**config.mk**
```make
export PLATFORM = sky130hd
export DESIGN_NAME = jk_vector_counter
export DESIGN_NICKNAME = d
export VERILOG_FILES = /design/src/rtl/jk_vector_counter.sv
export SDC_FILE = /design/constraint.sdc
export NUM_CORES = 1
export LEC_CHECK = 0
export BUFFER_PORTS_ARGS = -buffer_cell sky130_fd_sc_hd__buf_4
export CORE_AREA = 2 2 49 51
export CTS_BUF_LIST = sky130_fd_sc_hd__clkbuf_4 sky130_fd_sc_hd__clkbuf_8
export DETAILED_ROUTE_END_ITERATION = 8
export DIE_AREA = 0 0 51 53
export GPL_TIMING_DRIVEN = 0
export HOLD_SLACK_MARGIN = 0.03
export PLACE_DENSITY = 0.88
export SLEW_MARGIN = 20
export SYNTH_ARGS = -nofsm -noshare
export SYNTH_HDL_FRONTEND = slang
export SYNTH_SLANG_ARGS = --single-unit
```
**constraint.sdc**
```tcl
create_clock -name clk -period 2.6 [get_ports clk]
set_input_delay 0.26 -clock clk [delete_from_list [all_inputs] [get_ports clk]]
set_output_delay 0.26 -clock clk [all_outputs]
set_load 0.02 [all_outputs]
```
**src/rtl/jk_vector_counter.sv**
```systemverilog
// WIDTH-bit register of JK cells with clock enable, parallel load and
// modulo up/down counting. Flags: terminal count (tc) and a one-cycle wrap pulse.
module jk_vector_counter #(
  parameter int WIDTH     = 8,
  parameter int MAX_COUNT = 2**WIDTH-1,
  parameter int RESET_VAL = 0
) (
  input  logic             clk,
  input  logic             rst_n,
  input  logic             en,
  input  logic [1:0]       mode,
  input  logic [WIDTH-1:0] j,
  input  logic [WIDTH-1:0] k,
  input  logic [WIDTH-1:0] d,
  output logic [WIDTH-1:0] q,
  output logic [WIDTH-1:0] q_n,
  output logic             tc,
  output logic             wrap
);

  localparam logic [1:0] MODE_JK   = 2'b00;
  localparam logic [1:0] MODE_LOAD = 2'b01;
  localparam logic [1:0] MODE_UP   = 2'b10;
  localparam logic [1:0] MODE_DOWN = 2'b11;

  localparam logic [WIDTH-1:0] MAX_V  = WIDTH'(MAX_COUNT);
  localparam logic [WIDTH-1:0] RST_V  = WIDTH'(RESET_VAL);
  localparam logic [WIDTH-1:0] ZERO_V = '0;
  localparam logic [WIDTH-1:0] ONE_V  = WIDTH'(1);

  logic [WIDTH-1:0] q_next;
  logic             wrap_next;

  always_comb begin
    q_next    = q;
    wrap_next = 1'b0;
    if (en) begin
      case (mode)
        MODE_JK:   q_next = (j & ~q) | (~k & q);
        MODE_LOAD: q_next = d;
        MODE_UP: begin
          // Out-of-range values (after LOAD/JK) restart at zero as a wrap.
          if (q < MAX_V) begin
            q_next = q + ONE_V;
          end else begin
            q_next    = ZERO_V;
            wrap_next = 1'b1;
          end
        end
        default: begin
          if (q == ZERO_V) begin
            q_next    = MAX_V;
            wrap_next = 1'b1;
          end else if (q > MAX_V) begin
            q_next = MAX_V;
          end else begin
            q_next = q - ONE_V;
          end
        end
      endcase
    end
  end

  always_ff @(posedge clk or negedge rst_n) begin
    if (!rst_n) begin
      q    <= RST_V;
      wrap <= 1'b0;
    end else begin
      q    <= q_next;
      wrap <= wrap_next;
    end
  end

  assign q_n = ~q;
  assign tc  = ((mode == MODE_UP) && (q == MAX_V)) ||
               ((mode == MODE_DOWN) && (q == ZERO_V));

endmodule

```
After elaboration in Yosys (flattened, before gate mapping)
Cells that the tools add are included.
- input bits: 29
- bits in registers: 9
- equal/unequal tests: 4
- bitwise gates (word level): 5
- multiplexer cells: 8
- $lt $le $gt $ge: 2
- add/subtract/negate cells: 2
- reductions and logical operators: 6
- operators by type and width (operator ; number):
    $mux 8 ; 3
    $pmux 8 s3 ; 1
    $and 8x8->8 ; 2
    $not 8->8 ; 2
    $add 8x1->8 const B ; 1
    $eq 8x8->1 const B ; 1
    $gt 8x8->1 const B ; 1
    $logic_not 8->1 ; 1
    $lt 8x8->1 const B ; 1
    $or 8x8->8 ; 1
    $sub 8x1->8 const B ; 1
    $eq 2x2->1 const B ; 2
    $mux 1 ; 3
    $eq 2x1->1 const B ; 1
    $logic_and 1x1->1 ; 2
    $logic_not 2->1 ; 1
    $pmux 1 s2 ; 1
    $reduce_or 2->1 ; 1
    $logic_or 1x1->1 ; 1

Depth between registers and ports, before layout
- word-level depth: 4
- gate-level depth with buffers: 7
- depth with buffers taken out: 6

Worst setup path before layout
No wires, ideal clock.
- kind: reg-to-output
- start point: reg q[0]
- end point: out tc
- buffers on the path: 1
- arrival: 1.848 ns
- required time: 2.340 ns
- slack: 0.492 ns
- cell stages (with the launch flop): 8
- cells stage by stage: dfrtp_1 > clkbuf_1 > inv_1 > ha_1 > nand2b_1 > nor3_1 > a21oi_1 > nor2_1
- cells in the longest elaborated chain, start to end: 3
- elaborated cells between the ends (all ways): 5
- ends and longest elaborated chain (what ; line ; RTL):
    start: declaration ; 15 ; output logic [WIDTH-1:0] q,
    start signal: assignment ; 69 ; q <= q_next;
    $eq 8x8->1 / $logic_not 8->1 (equally long branches) ; 75, 76 ;
    $logic_and 1x1->1, on equally long branches ; 75, 76 ;
    $logic_or 1x1->1 (*) ; 75 ; assign tc = ((mode == MODE_UP) && (q == MAX_V)) ||
    end: declaration ; 17 ; output logic tc,
Mark *: on every way between the ends. The rest lies on a longest branch, timed or not.

Worst setup path in the final report
Same ends and word-level chain as after synthesis.

==> metrics.md <==
| Metric | Value |
|---|---|
| Relative slew slack | `65.9%` |
| Diode count | `0` |
| Iteration count of the initial detailed-routing pass | `4` |
| Vias per cell | `5.90` |
| CTS sink cnt | `9` |
| Status | `complete, no violations` |
| Delay of the slowest critical-path stage | `between 0.3 and 0.4 ns` |
| Switching fraction of total power | `46.6%` |
| Count of flip-flops with a built-in enable after synthesis | `0` |
| Effective utilization at floorplan | `between 40% and 50%` |
| Via count of the first global-routing pass | `1190` |
| Number of maximum-capacitance constraint violations | `0` |
| Fin Clk Skew | `0.00336 ns` |
| Cells after synthesis | `between 100 and 150` |
| Setup CP Type | `register to primary output` |
| Internal portion of total power | `about 460 uW` |
| Number of H-tree levels | `1` |
| Static power due to leakage | `approximately 0.00063 uW` |
| Top_reg_cell synth | `sky130_fd_sc_hd__dfrtp_1` |
| Measured slew at the worst slew-check pin | `0.511 ns` |
| DP HPWL | `between 2000 and 2500 um` |
| Final net count | `218` |
| Total count of hold-check failures in the final report | `0` |
| Routed Antenna Nets | `0` |
| Global Route met3 Usage | `about 2.8%` |
| Synthesized cell area | `1000 um^2` |
| Ratio of total power to cell area | `around 610 nW/um^2` |
| Comb pwr share | `62.0%` |
| GP Congestion | `~0.97` |
| Met2 usage | `42.4%` |
| Flip-flop and latch count after synthesis | `9` |
| Yosys warnings | `0` |
| Number of I/O port buffers | `46` |
| DR WL/cell | `15.0 um` |
| Remaining global-route overflow | `0` |
| Placeable core area | `2150 um^2` |
| First-pass GRT wire length | `4950 um` |
| Count of endpoints failing setup in the final report | `0` |
| Die width | `around 50 um` |
| TritonCTS clock tree | `done` |
| Syn_area_per_cell | `7.50 um^2` |
| Arr. time, crit path | `2.13 ns` |
| Skew-Pair Late Insertion Delay | `0.27 ns` |
| Share of total power in the clock network | `14.6%` |
| Critical Path Sink Type | `primary output` |
| Fin Setup TNS | `0 ns` |
| Library cell used as clock root buffer | `sky130_fd_sc_hd__clkbuf_4` |
| Share of the core filled with cells in the final layout | `66.3%` |
| Path class of the lowest-slack min-delay path | `primary input to asynchronous set/reset pin` |
| Total number of placement rows | `17` |
| Floorplan die area | `2700 um^2` |
| Fraction of registers with async set or reset after synthesis | `between 90% and 100%` |
| Highest-delay cell along the critical path | `sky130_fd_sc_hd__dfrtp_1` |
| Fin crit share | `roughly nine tenths` |
| Share of post-route cells with drive strength above 1 | `31.9%` |
| Total number of vias | `1257` |
| Antenna violations before repair | `0` |
| Worst-path fanout max | `9` |
| Clock transition time at the flip-flop clock pins of the worst setup and hold paths | `0.07 ns` |
| Clock tree buffer depth | `2` |
| Cells along the critical path | `clkbuf_1, inv_1, ha_1, nand2b_1, nor3_1, a21oi_1, nor2_1, buf_4` |
| Highest ir drop seen on vdd | `0.000336 V` |
| Starting DRC count in detailed routing | `approximately 40` |
| Count of different cell masters after synthesis | `42` |
| Num CTS Buffers | `3` |
| Fmax | `about 420 MHz` |
| Number of gates resized after CTS | `0` |
| Most used routing layer in global routing | `met2` |
| Reported net switching power | `402 uW` |
| Tmin final | `between 2 and 2.5 ns` |
| Global routing usage summed across all routing layers | `24.7%` |
| Part of the Yosys area used for sequential elements | `between 20% and 30%` |
| Die outline height | `53 um` |
| DRC violations left | `0` |
| Grt met1 use | `28.9%` |
| Number of top-level design ports | `47` |
| Maximum number of pins on one net before global-route repair | `11` |
| RSZ-0062 raised after global routing | `no` |
| Post-synthesis net count | `between 150 and 200` |
| Max Slew Vio Count | `0` |
| Synthesis-to-layout area growth | `41.8%` |
| Reg power frac | `a little under a quarter` |
| Aggregate routed wire length | `3200 um` |
| Required time reported for the critical path endpoint | `2.34 ns` |
| Sort of element at the start of the critical path | `register` |
==> cells in the mapped netlist (2+ instances only) <==
| library cell | number | share of area (%) |
|---|---|---|
| sky130_fd_sc_hd__nor2_1 | 11 | 4.1 |
| sky130_fd_sc_hd__buf_2 | 4 | 2.0 |
| sky130_fd_sc_hd__and2_1 | 5 | 3.1 |
| sky130_fd_sc_hd__dfrtp_1 | 9 | 22 |
| sky130_fd_sc_hd__nor4_1 | 3 | 1.9 |
| sky130_fd_sc_hd__and3_1 | 3 | 1.9 |
| sky130_fd_sc_hd__a2111oi_0 | 2 | 1.7 |
| sky130_fd_sc_hd__nor3_1 | 8 | 4.0 |
| sky130_fd_sc_hd__nand4_1 | 3 | 1.9 |
| sky130_fd_sc_hd__nand2_1 | 8 | 3.0 |
| sky130_fd_sc_hd__ha_1 | 3 | 3.7 |
| sky130_fd_sc_hd__a21oi_1 | 6 | 3.0 |
| sky130_fd_sc_hd__a41oi_1 | 2 | 1.7 |
| sky130_fd_sc_hd__o21ai_0 | 11 | 5.5 |
| sky130_fd_sc_hd__nand3_1 | 4 | 2.0 |
| sky130_fd_sc_hd__nand2b_1 | 2 | 1.2 |
| sky130_fd_sc_hd__a211oi_1 | 4 | 3.0 |
| sky130_fd_sc_hd__a221oi_1 | 2 | 1.7 |
| sky130_fd_sc_hd__or3_1 | 2 | 1.2 |
| sky130_fd_sc_hd__clkbuf_1 | 7 | 2.6 |
| sky130_fd_sc_hd__o211ai_1 | 2 | 1.5 |
| sky130_fd_sc_hd__xor2_1 | 2 | 1.7 |
| sky130_fd_sc_hd__xnor2_1 | 2 | 1.7 |
| sky130_fd_sc_hd__o41ai_1 | 2 | 1.7 |
| sky130_fd_sc_hd__inv_1 | 10 | 3.7 |
==> per-stage QoR <==
stage	total power, uW	cells	hold WS, ns	worst slack [ns]	cell area, um^2
6_report	863	213	0.349	0.210	1430
5_1_grt	922	213	0.355	0.0681	1430
4_1_cts	861	213	0.351	0.221	1430
3_5_place_dp	734	208	0.0950	0.451	1390
3_3_place_gp	717	208	0.0933	0.488	1390
2_1_floorplan	536	134	-0.0356	0.492	1000
==> placed cells by master (no fill, tap or decap), types with 3 or more instances in the layout <==
master	n
sky130_fd_sc_hd__inv_1	10
sky130_fd_sc_hd__nor2_1	11
sky130_fd_sc_hd__a211oi_1	4
sky130_fd_sc_hd__dfrtp_1	9
sky130_fd_sc_hd__buf_4	46
sky130_fd_sc_hd__buf_2	4
sky130_fd_sc_hd__and2_1	5
sky130_fd_sc_hd__nand4_1	3
sky130_fd_sc_hd__nor3_1	8
sky130_fd_sc_hd__o21ai_0	11
sky130_fd_sc_hd__nand2_1	8
sky130_fd_sc_hd__and3_1	3
sky130_fd_sc_hd__clkbuf_4	4
sky130_fd_sc_hd__a21oi_1	6
sky130_fd_sc_hd__clkbuf_1	7
sky130_fd_sc_hd__nand3_1	4
sky130_fd_sc_hd__nor4_1	3
sky130_fd_sc_hd__ha_1	3
==> cell type report <==
type                            count  area, um^2
Fill cell                         190         723
Multi-Input combinational cell    104         696
Timing Repair Buffer               47         355
Sequential cell                     9         225
Buffer                             11        46.3
Inverter                           10        37.5
Tap cell                           28        35.0
Clock buffer                        4        30.0
==> power groups by stage <==
| stage | clock network, uW | registers [uW] | logic, uW |
|---|---|---|---|
| 2_1_floorplan | 0 | 232 | 304 |
| 3_3_place_gp | 0 | 203 | 514 |
| 3_5_place_dp | 0 | 205 | 529 |
| 4_1_cts | 128 | 202 | 531 |
| 5_1_grt | 137 | 208 | 577 |
| 6_report | 126 | 203 | 535 |
==> registers in the layout (all words and copies together), names as in the netlist <==
signal  flops
q           8
wrap        1
==> timing repair <==
| item | CTS | global route |
|---|---|---|
| hold buffers | 1 | 0 |
| endpoints found under the hold margin | 9 | 0 |
| buffers inserted | 0 | 0 |
==> per-layer routing <==
metal	routed length (um)	part of all wire (%)
met2	1610	50
met4	59	1.8
met5	0	0
met3	229	7.2
met1	1300	41
==> critical path, delay by kind of cell (launching register included) <==
| kind | cells | cell delay [ns] |
|---|---|---|
| DFF | 1 | 0.39 |
| AOI/OAI and AO/OA | 1 | 0.15 |
| and+or+nand+nor | 3 | 0.54 |
| buffers and inverters | 3 | 0.58 |
| adders and majority gates | 1 | 0.19 |
==> path summary, 6_finish.rpt <==
kind / slack, ns / cells after the start / startpoint / endpoint
max in group asynchronous: 2.11 / 2 / rst_n / q[0]$_DFFE_PN0P_
worst max register to register: 0.43 / 7 / q[0]$_DFFE_PN0P_ / q[6]$_DFFE_PN0P_
worst min register to register: 0.76 / 2 / q[7]$_DFFE_PN0P_ / q[7]$_DFFE_PN0P_
worst max-delay path: 0.21 / 8 / q[0]$_DFFE_PN0P_ / tc
worst min-delay path: 0.35 / 2 / rst_n / q[4]$_DFFE_PN0P_
min in group clk: 0.40 / 5 / d[1] / q[1]$_DFFE_PN0P_
==> cells by family after synthesis <==
| family | Yosys count | synth area share (%) |
|---|---|---|
| AOI/OAI and AO/OA | 44 | 32.9 |
| muxes | 1 | 2.24 |
| xor gates and xnor gates | 4 | 3.49 |
| adders and majority gates | 3 | 3.74 |
| buffers and inverters | 21 | 8.34 |
| DFF | 9 | 22.4 |
| and+or+nand+nor | 52 | 26.9 |
Note: power is estimated with default switching activity, not from simulation.
